File: src/rtl/debounced_button_pkg.sv
// Shared types and constants for the debounced multi-channel button counter.
package debounced_button_pkg;

    localparam int SYNC_STAGES = 2;

    typedef enum logic [1:0] {
        IDLE         = 2'd0,
        PRESS_WAIT   = 2'd1,
        HELD         = 2'd2,
        RELEASE_WAIT = 2'd3
    } chan_state_t;

endpackage

File: src/rtl/button_debounce_channel.sv
// One button channel: synchroniser, polarity normalisation and press/release debounce FSM.
module button_debounce_channel
    import debounced_button_pkg::*;
#(
    parameter int DEBOUNCE_CYCLES = 5000000,
    parameter int ACTIVE_LOW      = 1
) (
    input  logic clk,
    input  logic rst,
    input  logic pin,
    output logic pressed,
    output logic press_pulse,
    output logic press_accept
);

    localparam int TIMER_W = ($clog2(DEBOUNCE_CYCLES) > 0) ? $clog2(DEBOUNCE_CYCLES) : 1;
    localparam logic POL = (ACTIVE_LOW != 0);
    localparam logic [TIMER_W-1:0] TIMER_LAST = TIMER_W'(DEBOUNCE_CYCLES - 1);

    logic [SYNC_STAGES-1:0] sync_q;
    logic                   act;
    chan_state_t            state_q, state_d;
    logic [TIMER_W-1:0]     timer_q, timer_d;

    // Synchroniser resets to the released pin level so reset never looks like a press.
    always_ff @(posedge clk or posedge rst) begin
        if (rst) begin
            sync_q <= {SYNC_STAGES{POL}};
        end else begin
            sync_q <= {sync_q[SYNC_STAGES-2:0], pin};
        end
    end

    assign act = sync_q[SYNC_STAGES-1] ^ POL;

    always_ff @(posedge clk or posedge rst) begin
        if (rst) begin
            state_q     <= IDLE;
            timer_q     <= '0;
            pressed     <= 1'b0;
            press_pulse <= 1'b0;
        end else begin
            state_q     <= state_d;
            timer_q     <= timer_d;
            pressed     <= (state_d == HELD) || (state_d == RELEASE_WAIT);
            press_pulse <= press_accept;
        end
    end

    always_comb begin
        state_d      = state_q;
        timer_d      = timer_q;
        press_accept = 1'b0;
        case (state_q)
            IDLE: begin
                if (act) begin
                    state_d = PRESS_WAIT;
                    timer_d = '0;
                end
            end
            PRESS_WAIT: begin
                if (!act) begin
                    state_d = IDLE;
                    timer_d = '0;
                end else if (timer_q == TIMER_LAST) begin
                    state_d      = HELD;
                    timer_d      = '0;
                    press_accept = 1'b1;
                end else begin
                    timer_d = timer_q + 1'b1;
                end
            end
            HELD: begin
                if (!act) begin
                    state_d = RELEASE_WAIT;
                    timer_d = '0;
                end
            end
            RELEASE_WAIT: begin
                // A bounce back to pressed returns to HELD without producing a new count.
                if (act) begin
                    state_d = HELD;
                    timer_d = '0;
                end else if (timer_q == TIMER_LAST) begin
                    state_d = IDLE;
                    timer_d = '0;
                end else begin
                    timer_d = timer_q + 1'b1;
                end
            end
            default: begin
                state_d = IDLE;
                timer_d = '0;
            end
        endcase
    end

endmodule

File: src/rtl/debounced_button_counter.sv
// Multi-channel debounced button press counter with wrap/saturate counters and a global clear.
module debounced_button_counter
    import debounced_button_pkg::*;
#(
    parameter int CHANNELS        = 4,
    parameter int CNT_WIDTH       = 8,
    parameter int DEBOUNCE_CYCLES = 5000000,
    parameter int ACTIVE_LOW      = 1,
    parameter int SATURATE        = 0
) (
    input  logic                          clk,
    input  logic                          rst,
    input  logic [CHANNELS-1:0]           button_pin,
    input  logic                          clear,
    output logic [CHANNELS*CNT_WIDTH-1:0] value,
    output logic [CHANNELS-1:0]           press_pulse,
    output logic [CHANNELS-1:0]           pressed
);

    logic [CHANNELS-1:0]  press_accept;
    logic [CNT_WIDTH-1:0] cnt_q [CHANNELS];

    function automatic logic [CNT_WIDTH-1:0] bump_count(input logic [CNT_WIDTH-1:0] cnt);
        if ((SATURATE != 0) && (cnt == {CNT_WIDTH{1'b1}})) begin
            return cnt;
        end
        return cnt + 1'b1;
    endfunction

    for (genvar g = 0; g < CHANNELS; g++) begin : g_chan
        button_debounce_channel #(
            .DEBOUNCE_CYCLES (DEBOUNCE_CYCLES),
            .ACTIVE_LOW      (ACTIVE_LOW)
        ) u_chan (
            .clk          (clk),
            .rst          (rst),
            .pin          (button_pin[g]),
            .pressed      (pressed[g]),
            .press_pulse  (press_pulse[g]),
            .press_accept (press_accept[g])
        );

        // Counter updates on the accept edge so value and press_pulse appear together.
        always_ff @(posedge clk or posedge rst) begin
            if (rst) begin
                cnt_q[g] <= '0;
            end else if (clear) begin
                cnt_q[g] <= '0;
            end else if (press_accept[g]) begin
                cnt_q[g] <= bump_count(cnt_q[g]);
            end
        end
    end

    always_comb begin
        value = '0;
        for (int i = 0; i < CHANNELS; i++) begin
            value[i*CNT_WIDTH +: CNT_WIDTH] = cnt_q[i];
        end
    end

endmodule

File: config.mk
export PLATFORM = sky130hd
export DESIGN_NAME = debounced_button_counter
export DESIGN_NICKNAME = d
export VERILOG_FILES = /design/src/rtl/debounced_button_pkg.sv /design/src/rtl/button_debounce_channel.sv /design/src/rtl/debounced_button_counter.sv
export SDC_FILE = /design/constraint.sdc
export NUM_CORES = 1
export LEC_CHECK = 0
export BUFFER_PORTS_ARGS = -buffer_cell sky130_fd_sc_hd__buf_2
export CORE_MARGIN = 3
export CORE_UTILIZATION = 60
export CTS_BUF_LIST = sky130_fd_sc_hd__clkbuf_8
export DETAILED_ROUTE_END_ITERATION = 8
export PLACE_DENSITY_LB_ADDON = 0.1
export SLEW_MARGIN = 25
export SYNTH_ARGS = -nofsm -noshare
export SYNTH_HDL_FRONTEND = slang
export SYNTH_SLANG_ARGS = --single-unit
export TNS_END_PERCENT = 50
File: constraint.sdc
create_clock -name clk -period 4.4 [get_ports clk]
set_input_delay 0 -clock clk [delete_from_list [all_inputs] [get_ports clk]]
set_output_delay 0 -clock clk [all_outputs]
set_load 0.05 [all_outputs]
Word level (Yosys, flattened, before mapping)
Cells that the tools add are included.
{"block": "totals", "regBits": 148, "input_bits": 7, "wordCells": 152}
{"block": "op_classes", "add_sub_neg": 8, "n_eq_ne": 32, "muxes": 72, "reduce_logical": 16}
{"op": "two-way mux 23 bit", "count": 20}
{"op": "case mux 23 bit (4 select lines)", "count": 4}
{"op": "adder 23 x 1 -> 23 bit (second input constant)", "count": 4}
{"op": "== test 23 bit (second input constant)", "count": 4}
{"op": "two-way mux 8 bit", "count": 8}
{"op": "two-way mux 2 bit", "count": 24}
{"op": "adder 8 x 1 -> 8 bit (second input constant)", "count": 4}
{"op": "== test 2 bit (second input constant)", "count": 16}
{"op": "case mux 2 bit (4 select lines)", "count": 4}
{"op": "two-way mux 1 bit", "count": 12}
{"op": "== test 2 x 1 -> 1 bit (second input constant)", "count": 4}
{"op": "zero test 2 bit", "count": 4}
{"op": "inequality test 2 x 1 -> 1 bit (second input constant)", "count": 4}
{"op": "inequality test 2 bit (second input constant)", "count": 4}
{"op": "AND reduction 2 bit", "count": 4}
{"op": "nonzero test 2 bit", "count": 4}
{"op": "logical OR 1 bit", "count": 4}

Logic depth before layout (Yosys ltp)
Gate-level depths: netlist of the first run.
{"block": "logic_depth", "word_depth": 6, "mapped_depth": 9}

Hierarchy
From an unflattened synthesis of the first run, not the netlist that was laid out.
{"block": "hier_totals", "cells_unflattened": 808, "hier_area_um2": 7915.1}
{"mod": "button_debounce_channel", "n_inst": 4, "cells_each": 165, "area_each_um2": 1597.8, "seq_area_each_um2": 728.2}
{"mod": "debounced_button_counter", "n_inst": 1, "cells_each": 148, "area_each_um2": 1524.0, "seq_area_each_um2": 800.8}

Worst setup path after synthesis of the first run
No wires, ideal clock.
{"block": "synth_path", "path_kind": "register to register", "start": "register g_chan[2].u_chan.timer_q[12]", "end": "register g_chan[2].u_chan.timer_q[12]", "arrival_time_ps": 2162, "path_slack_ps": 2111, "path_stages_with_launch": 9, "period_less_slack_ps": 2289, "path_cell_list": "dfrtp_1 -> or4_1 -> or4_1 -> buf_2 -> o211a_1 -> buf_6 -> buf_6 -> a31oi_1 -> o31ai_1"}
{"block": "synth_via", "elab_chain_cells": 4}
{"element": "start, declared", "line_no": "button_debounce_channel.sv:23", "source": "logic [TIMER_W-1:0] timer_q, timer_d;"}
{"element": "start signal, assigned", "line_no": "button_debounce_channel.sv:44", "source": "timer_q <= timer_d;"}
{"element": "adder 23 x 1 -> 23 bit or == test 23 bit (tied branches)"}
{"element": "two-way mux 23 bit *", "line_no": "button_debounce_channel.sv:65, button_debounce_channel.sv:84"}
{"element": "two-way mux 23 bit (on tied branches)", "line_no": "button_debounce_channel.sv:81, button_debounce_channel.sv:62"}
{"element": "case mux 23 bit (4 select lines) *", "line_no": "button_debounce_channel.sv:54", "source": "case (state_q)"}
Mark *: on every way between the ends. The rest lies on a longest branch, timed or not.
A chain may end at the register's enable or synchronous reset.

Worst setup path after layout of the first run
{"block": "layout_path", "start": "register g_chan[1].u_chan.timer_q[0]", "end": "register g_chan[1].u_chan.timer_q[13]"}
{"block": "layout_via", "elab_chain_cells": 4}
{"element": "start, declared", "line_no": "button_debounce_channel.sv:23"}
{"element": "start signal, assigned", "line_no": "button_debounce_channel.sv:44"}
{"element": "adder 23 x 1 -> 23 bit or == test 23 bit (tied branches)"}
{"element": "two-way mux 23 bit *", "line_no": "button_debounce_channel.sv:65, button_debounce_channel.sv:84"}
{"element": "two-way mux 23 bit (on tied branches)", "line_no": "button_debounce_channel.sv:81, button_debounce_channel.sv:62"}
{"element": "case mux 23 bit (4 select lines) *", "line_no": "button_debounce_channel.sv:54"}
Marked as above.

==> results of run 1 <==
[area by class of cell]
class | count | area, sq um
Clock buffer | 19 | 262
Clock inverter | 13 | 56.3
Fill cell | 972 | 3890
Inverter | 19 | 76.3
Multi-Input combinational cell | 602 | 3800
Sequential cell | 148 | 3710
Tap cell | 168 | 210
Timing Repair Buffer | 54 | 303
[power by group through the flow]
stage / Sequential [uW] / Clock (uW) / Combinational [uW]
floorplan: 1430 / 0 / 96.9
global placement: 1430 / 0 / 118
detailed placement: 1430 / 0 / 125
CTS: 1410 / 895 / 128
global route: 1410 / 967 / 144
finish: 1410 / 878 / 126
[cells in the final DEF (no fill, tap or decap), types with 9 or more instances in the layout]
master / synthesis / layout
and3_1: 15 / 15
o21ai_0: 25 / 25
a22o_1: 27 / 27
inv_1: 19 / 25
xnor2_1: 32 / 32
nand4_1: 41 / 41
a21oi_1: 39 / 37
nand2b_1: 13 / 13
a31oi_1: 51 / 51
nand2_1: 67 / 67
nor4_1: 14 / 9
nor4_2: 4 / 9
dfrtp_1: 140 / 140
nor2_1: 59 / 59
and2_1: 13 / 13
nor2b_1: 9 / 9
or3_1: 9 / 9
nand3_1: 52 / 52
clkbuf_8: 0 / 19
mux2i_1: 15 / 15
and4_1: 9 / 9
buf_2: 3 / 46
nor3_1: 22 / 22
[metal layers]
metal / vias to the layer above / share of wire, %
met5: - / 0
met1: 3224 / 44
met4: 0 / 1.0
met3: 14 / 4.6
met2: 177 / 50
li1: 3081 / -
[worst max-delay path: stages (launching register included)]
cell and delay, ns:
dfrtp_1 0.40, ha_1 0.22, nand3_1 0.31, nor4_2 0.80, a21oi_2 0.29, buf_4 0.31
a21o_1 0.18, a22o_1 0.22
[state kept, by name (all words and copies together), names as in the netlist]
register and count:
g_chan.u_chan.press_pulse 4, g_chan.u_chan.pressed 4, g_chan.u_chan.state_q 8, g_chan.u_chan.sync_q 8, g_chan.u_chan.timer_q 92, value 32
[metrics by stage]
step / setup slack (ns) / cell area [sq um]
after detailed placement: 1.51 / 8030
after floorplan: 0.434 / 7750
after global routing: 1.37 / 8420
final: 1.56 / 8420
after global placement: 1.58 / 8020
after CTS: 1.49 / 8390
[worst paths after layout]
check                      depth (start not counted)                            to                        start  slack, ns
setup / recovery                                   7  g_chan[1].u_chan.timer_q[13]  g_chan[1].u_chan.timer_q[0]       1.56
hold / removal                                     2                     value[14]                        clear       0.11
setup reg to reg                                   7  g_chan[1].u_chan.timer_q[13]  g_chan[1].u_chan.timer_q[0]       1.56
hold reg to reg                                    0    g_chan[0].u_chan.sync_q[1]   g_chan[0].u_chan.sync_q[0]       0.35
max in group asynchronous                          4   g_chan[1].u_chan.timer_q[6]                          rst       2.91
min in group asynchronous                          3                     value[14]                          rst       0.29
[timing repair]
| action | 4_1_cts | 5_1_grt |
|---|---|---|
| hold buffers | 5 | 0 |
| endpoints found under the setup margin | 0 | 0 |
| endpoints found under the hold margin | 98 | 0 |
| setup buffers | 0 | 0 |
[logic make-up (layout without fill, tap and decap cells)]
group,after synthesis,after routing,share of synthesized area (%)
buf+inv,62,105,3.63
mux,23,23,3.10
flops,148,148,47.9
fa+ha+maj,8,8,1.29
xor+xnor,40,40,4.52
compound gates,173,173,14.6
simple gates,358,358,24.9
==> flow_metrics.tcl, run 1 <==
set metrics [dict create \
    cp-end-kind "flip-flop" \
    first_pass_iters 5 \
    crit_type "reg -> reg" \
    htreeDepth 4 \
    clock_skew_ns 0.0143 \
    post-route-util_pct 68.4 \
    nNetsFinal 857 \
    drt-initial-drc-count 598 \
    grt_pass1_vias 6144 \
    maxCapViolCount 0 \
    die-area_sq_um 14300 \
    drive_gt1_share_pct 13.3 \
    post_drt_wl_per_cell_microns 16.5 \
    worst-endpoint-required_ns 4.74 \
    status "completed" \
    root_buffer "clkbuf_8" \
    clockBufferDepth 2 \
    initial_utilization_pct 62.9 \
    synth.ff_latch_count 148 \
    grtUsageMet3_pct 4.57 \
    clkPwrFrac_pct 36.4 \
    dp_hpwl_microns 11300 \
    ios 47 \
    num_vias 6496 \
    clk_latency_ns 0.45 \
    hold_slack_ns 0.109 \
    min_period_over_period_pct 64.6 \
    fin_cells 1023 \
    top_usage_layer "met2" \
    yosysWarnings 0 \
    synth-edff-count 0 \
    clock-sinks 148 \
    ant_nets 0 \
    rsz0062_at_grt "false" \
    drc_errors 0 \
    async_flop_share_pct 100 \
    leakagePower_uw 0.00363 \
    yosysMostFrequentCell "dfrtp_1" \
    worst_pin_slew_ns 1.04 \
    die_w_microns 120 \
    synthesis.nets 827 \
    ir_worst_vdd_uv 269 \
    synth.avg_cell_area_sq_um 9.54 \
    path_clk_slew_ns 0.08 \
    cts_buffers 17 \
    synth_top_area_cell "dfrtp_1" \
    arrival_ns 3.18 \
    vias_per_cell 6.35 \
    met1_usage_pct 31.4 \
    grt_pass1_wl_microns 28700 \
    portBuffers 46 \
    syn_area_sq_um 7750 \
    synth.area.top_cells "dfrtp_1, a31oi_1, xnor2_1" \
    rows 40 \
    p_total_uw 2410 \
    core-area_sq_um 12300 \
    yosysUniqueCellTypes 52 \
    worstSetupStartpointType "flip-flop" \
    cts_tree "done" \
    p_switching_uw 593 \
    setup_viol 0 \
    antenna_found_initial 0 \
    gp_congestion 0.808 \
    met2_usage_pct 40.9 \
    min_path_type "in -> reg" \
    gr-total-overflow 0 \
    synth_cells 812 \
    cp_max_fo 26 \
    swShare_pct 24.6 \
    areaGrowthSynthToFinish_pct 8.62 \
    synth_commonest_cells "dfrtp_1, nand2_1, nor2_1" \
    routed_wl_microns 16900 \
    fp.dieH_microns 120 \
    grt_use_total_pct 24.2 \
    finalMaxSlewViolations 0 \
    intPower_uw 1820 \
    ys.flop_type "dfrtp_1" \
    max_freq_mhz 352 \
    yosysSeqAreaShare_pct 47.9 \
    finalCriticalPeriod_ns 2.84 \
    power_density_nw_per_um2 287 \
    maxSlewHeadroom_pct 30.2 \
    placed_cells 986 \
    grt_max_degree 101 \
    post_cts_resized 0 \
    num_antenna_cells 0 \
    fin_setup_tns_ns 0 \
    hold_viol 0 \
    pwr-share-seq_pct 58.4 \
    yosysTopAreaCellShare_pct 45.2 \
    comb_power_share_pct 5.2 \
]
Power figures use the tool's default switching activity.
==> inputs of run 2 (changes only) <==
--- a/config.mk
+++ b/config.mk
@@ -7,7 +7,7 @@
 export LEC_CHECK = 0
 export BUFFER_PORTS_ARGS = -buffer_cell sky130_fd_sc_hd__buf_2
 export CORE_MARGIN = 3
-export CORE_UTILIZATION = 60
+export CORE_UTILIZATION = 57
 export CTS_BUF_LIST = sky130_fd_sc_hd__clkbuf_8
 export DETAILED_ROUTE_END_ITERATION = 8
 export PLACE_DENSITY_LB_ADDON = 0.1
==> constraint.sdc (replaced) <==
create_clock -name clk -period 2.6 [get_ports clk]
set_input_delay 0 -clock clk [delete_from_list [all_inputs] [get_ports clk]]
set_output_delay 0 -clock clk [all_outputs]
set_load 0.05 [all_outputs]
==> run 2 against run 1 <==
Compared with the run above: hold slack lost 0.0093 ns; critical path type unchanged; flip-flop and latch count is the same; final area grew 3.5%.
==> flow_metrics.tcl, run 2 (synthesis gave the netlist of run 1 again) <==
set metrics [dict create \
    min_period_over_period_pct 92.2 \
    design_area_sq_um 8710 \
    cp-end-kind "flip-flop" \
    worstSetupStartpointType "flip-flop" \
    min_path_type "in -> reg" \
    cp_max_fo 9 \
    grt_max_degree 60 \
    ir_worst_vdd_uv 334 \
    wl_met1_microns 7920 \
    place_area_sq_um 8220 \
    clock-sinks 148 \
    critPathSlowestCell "or4_1" \
    htreeDepth 4 \
    finalMaxSlewViolations 0 \
    grt_pass1_vias 6138 \
    dp_hpwl_microns 11500 \
    die_w_microns 123 \
    post_drt_wl_per_cell_microns 16.1 \
    first_pass_iters 5 \
    critPathTopFamily "simple AND/OR/NAND/NOR gates" \
    clockBufferDepth 2 \
    met2_length_microns 8040 \
    antenna_found_initial 0 \
    gp_congestion 0.877 \
    status "completed" \
    worst-endpoint-required_ns 2.93 \
    root_buffer "clkbuf_8" \
    cts_setup_buffers 0 \
    ios 47 \
    routed_wl_microns 16900 \
    leakagePower_uw 0.00380 \
    vias_per_cell 6.10 \
    grt_use_total_pct 23.7 \
    die-area_sq_um 15000 \
    worstPathCellList "or4_1, or4_1, buf_4, nor3_1, nand2_1, mux2_2" \
    fillers 1037 \
    drc_errors 0 \
    nNetsFinal 881 \
    drt-initial-drc-count 481 \
    drive_gt1_share_pct 15.6 \
    dr_wl_met3_microns 757 \
    ant_nets 0 \
    setup_viol 0 \
    fin_setup_tns_ns 0 \
    path_clk_slew_ns 0.09 \
    max_stage_delay_ns 0.51 \
    final_cell_mix "dfrtp_1, nand2_1, nor2_1, nand3_1, a31oi_1" \
    fp.dieH_microns 123 \
    crit_buf_inv 1 \
    maxSlewHeadroom_pct 45.3 \
    areaGrowthSynthToFinish_pct 12.4 \
    cts_buffers 17 \
    portBuffers 46 \
    layout_commonest_cell "dfrtp_1" \
    core-area_sq_um 13000 \
    num_vias 6414 \
    rows 41 \
    num_antenna_cells 0 \
    power_density_nw_per_um2 520 \
    crit_type "reg -> reg" \
    initial_utilization_pct 59.7 \
    max_freq_mhz 417 \
    maxCapViolCount 0 \
    largest_register_ffs 92 \
    regMostFlops "g_chan.u_chan.timer_q" \
    hold_viol 0 \
    worst_pin_slew_ns 0.819 \
    clock_skew_ns 0.0165 \
    rsz0062_at_grt "false" \
    clk_latency_ns 0.45 \
    grt_pass1_wl_microns 28800 \
    gr-total-overflow 0 \
    cts_tree "done" \
    arrival_ns 2.73 \
    route.top_layer_used "met4" \
    cpMostUsedCell "or4_1" \
    finalCriticalPeriod_ns 2.40 \
]
==> run 2: cell types whose count changed in the layout (fill, tap and decap cells not counted), moves of 2 or more <==
cell / delta
buf_4: +22
inv_1: -6
nor4_2: -6
nor4_1: +5
clkinv_2: -4
bufinv_16: +3
clkinv_4: +3
clkinvlp_4: +3
buf_12: +2
==> run 2: final timing paths <==
check | start | end | slack (ns) | cells after the start
min in group asynchronous | rst | value[12] | 0.25 | 3
max | g_chan[2].u_chan.timer_q[12] | value[20] | 0.20 | 6
max in group asynchronous | rst | g_chan[3].u_chan.sync_q[1] | 1.54 | 4
max reg2reg | g_chan[2].u_chan.timer_q[12] | value[20] | 0.20 | 6
min | clear | value[15] | 0.1 | 2
min reg2reg | g_chan[1].u_chan.sync_q[0] | g_chan[1].u_chan.sync_q[1] | 0.36 | 0
==> run 2: routing by layer <==
| metal | GRT usage, % | vias up |
|---|---|---|
| met4 | 7.14 | 0 |
| met2 | 38.0 | 156 |
| met5 | 0 | - |
| li1 | - | 3125 |
| met1 | 33.0 | 3118 |
| met3 | 4.56 | 15 |
==> run 2: area by class of cell <==
cell class	count	area, sq um	area share (%)
clock buffer	20	275	3.16
clock inverter	12	154	1.77
inverter	19	75.1	0.862
multi-input combinational	602	3770	43.3
sequential	148	3710	42.6
tap	172	215	2.47
timing repair buffer	78	508	5.83
==> run 2: stage by stage <==
stage,utilization [%],hold slack [ns],worst slack (ns),total power [uW],std cells
after floorplan,-,0.00448,0.311,2580,812
after CTS,67.1,0.0752,0.211,4570,1051
after global routing,67.1,0.121,0.113,4700,1051
final,67.1,0.0993,0.204,4530,1051
after global placement,63.4,0.105,0.294,2640,1014
after detailed placement,63.4,0.107,0.227,2660,1014
==> run 2: repair_timing <==
action / in CTS / in global routing
resized for setup: 0 / 1
endpoints found under the setup margin: 0 / 1
hold buffers: 5 / 0
endpoints found under the hold margin: 32 / 0
==> run 2: worst register-to-register path: cells and delay by family (launching register included) <==
family	cells	cell delay [ns]
muxes	1	0.27
buffers and inverters	1	0.19
and+or+nand+nor	4	1.38
DFF	1	0.43
==> run 2: power by group <==
group          switching, uW  internal, uW
sequential              42.3          2340
clock                    892          1030
combinational            155          76.8
total                   1090          3440
==> inputs of run 3 (changes only) <==
--- a/config.mk
+++ b/config.mk
@@ -10,6 +10,7 @@
 export CORE_UTILIZATION = 57
 export CTS_BUF_LIST = sky130_fd_sc_hd__clkbuf_8
 export DETAILED_ROUTE_END_ITERATION = 8
+export MAX_ROUTING_LAYER = met4
 export PLACE_DENSITY_LB_ADDON = 0.1
 export SLEW_MARGIN = 25
 export SYNTH_ARGS = -nofsm -noshare
==> run 3 against run 2 <==
Compared with the run above: hold slack lost 0.0046 ns; clock-buffer cell count is the same; maximum frequency is essentially flat; core utilization is the same; critical path type unchanged; largest power group unchanged; highest routed layer unchanged.
==> flow_metrics.tcl, run 3 (synthesis gave the netlist of run 1 again) <==
set metrics [dict create \
    swShare_pct 24.0 \
    htreeDepth 4 \
    areaGrowthSynthToFinish_pct 12.4 \
    fillers 1037 \
    power_density_nw_per_um2 520 \
    die_w_microns 123 \
    num_antenna_cells 0 \
    clkPwrFrac_pct 42.3 \
    layout_commonest_cell "dfrtp_1" \
    worst_pin_slew_ns 0.824 \
    cp-end-kind "flip-flop" \
    drt-initial-drc-count 457 \
    core-area_sq_um 13000 \
    nNetsFinal 881 \
    grt_pass1_wl_microns 28800 \
    post_drt_wl_per_cell_microns 16.1 \
    ios 47 \
    ir_worst_vdd_uv 333 \
    cts_buffers 17 \
    largest_register_ffs 92 \
    first_pass_iters 5 \
    pwr-share-seq_pct 52.6 \
    gp_congestion 0.891 \
    pre_cts_ws_ns 0.227 \
    maxSlewHeadroom_pct 44.9 \
    drc_errors 0 \
    worstSetupStartpointType "flip-flop" \
    multiInputGateArea_sq_um 3770 \
    crit_type "reg -> reg" \
    max_freq_mhz 417 \
    arrival_ns 2.73 \
    clockBufferDepth 2 \
    fp.dieH_microns 123 \
    clock-sinks 148 \
    comb_power_share_pct 5.1 \
    setup_viol 0 \
    intPower_uw 3440 \
    finalMaxSlewViolations 0 \
    cp_max_fo 9 \
    dp_hpwl_microns 11500 \
    worst-endpoint-required_ns 2.93 \
    clock_skew_ns 0.0158 \
    num_vias 6418 \
    min_path_type "in -> reg" \
    regMostFlops "g_chan.u_chan.timer_q" \
    grt_pass1_vias 6139 \
    drive_gt1_share_pct 15.6 \
    maxCapViolCount 0 \
    status "completed" \
    cts_setup_buffers 0 \
    path_clk_slew_ns 0.09 \
    gr-total-overflow 0 \
    seqCellArea_sq_um 3710 \
    finalCriticalPeriod_ns 2.40 \
    vias_per_cell 6.11 \
    grt_use_total_pct 24.4 \
    routed_wl_microns 16900 \
    fin_ws_ns 0.202 \
    final_cell_mix "dfrtp_1, nand2_1, nor2_1, nand3_1, a31oi_1" \
    antenna_found_initial 0 \
    cts_tree "done" \
    root_buffer "clkbuf_8" \
    leakagePower_uw 0.00380 \
    clk_latency_ns 0.46 \
    die-area_sq_um 15000 \
    ant_nets 0 \
    rsz0062_at_grt "false" \
    portBuffers 46 \
    rows 41 \
    hold_viol 0 \
    initial_utilization_pct 59.7 \
    p_switching_uw 1090 \
    fin_setup_tns_ns 0 \
    min_period_over_period_pct 92.2 \
    grt_max_degree 60 \
]
## run 3: cell counts in the layout (fill, tap and decap cells not counted)
Identical to the previous run, type by type.
## run 3: layout make-up
cell class / count / area share, %
Sequential cell: 148 / 42.6
Tap cell: 172 / 2.47
Multi-Input combinational cell: 602 / 43.3
Clock inverter: 12 / 1.77
Timing Repair Buffer: 78 / 5.83
Inverter: 19 / 0.862
Clock buffer: 20 / 3.16
## run 3: worst max-delay path, stage by stage, from the launching register on
cell	delay, ns
dfrtp_1	0.43
or4_1	0.51
or4_1	0.45
buf_4	0.20
nor3_1	0.31
nand2_1	0.11
mux2_2	0.27
## run 3: through the flow
stage / utilization [%] / hold slack [ns] / total power, uW / cells / instance area, sq um
5_1_grt: 67.1 / 0.121 / 4700 / 1051 / 8710
4_1_cts: 67.1 / 0.0752 / 4570 / 1051 / 8700
3_3_place_gp: 63.4 / 0.105 / 2640 / 1014 / 8220
6_report: 67.1 / 0.0947 / 4530 / 1051 / 8710
2_1_floorplan: - / 0.00448 / 2580 / 812 / 7750
3_5_place_dp: 63.4 / 0.107 / 2660 / 1014 / 8220
## run 3: final timing paths
path,from,endpoint,slack [ns],depth (start not counted)
worst min register to register,g_chan[1].u_chan.sync_q[0],g_chan[1].u_chan.sync_q[1],0.36,0
max in group asynchronous,rst,g_chan[3].u_chan.sync_q[1],1.54,4
worst max register to register,g_chan[2].u_chan.timer_q[12],value[20],0.20,6
worst min-delay path,clear,value[15],0.09,2
worst max-delay path,g_chan[2].u_chan.timer_q[12],value[20],0.20,6
min in group asynchronous,rst,value[8],0.25,3
## run 3: power groups by stage
stage	clock network, uW	logic, uW	registers, uW
floorplan	0	164	2420
global placement	0	218	2420
detailed placement	0	229	2430
CTS	1950	235	2380
global route	2050	264	2390
finish	1920	232	2380
## run 3: timing repair
item / in CTS / in global routing
resized for setup: 0 / 1
hold buffers: 5 / 0
setup endpoints to repair: 0 / 1
hold endpoints to repair: 32 / 0
## run 3: routing by layer
layer / vias to the layer above / global-route usage, % / wire length, microns
met2: 138 / 38.0 / 8030
met4: 0 / 7.14 / 187
met3: 16 / 4.42 / 649
li1: 3124 / - / -
met5: - / - / 0
met1: 3140 / 33.1 / 8000
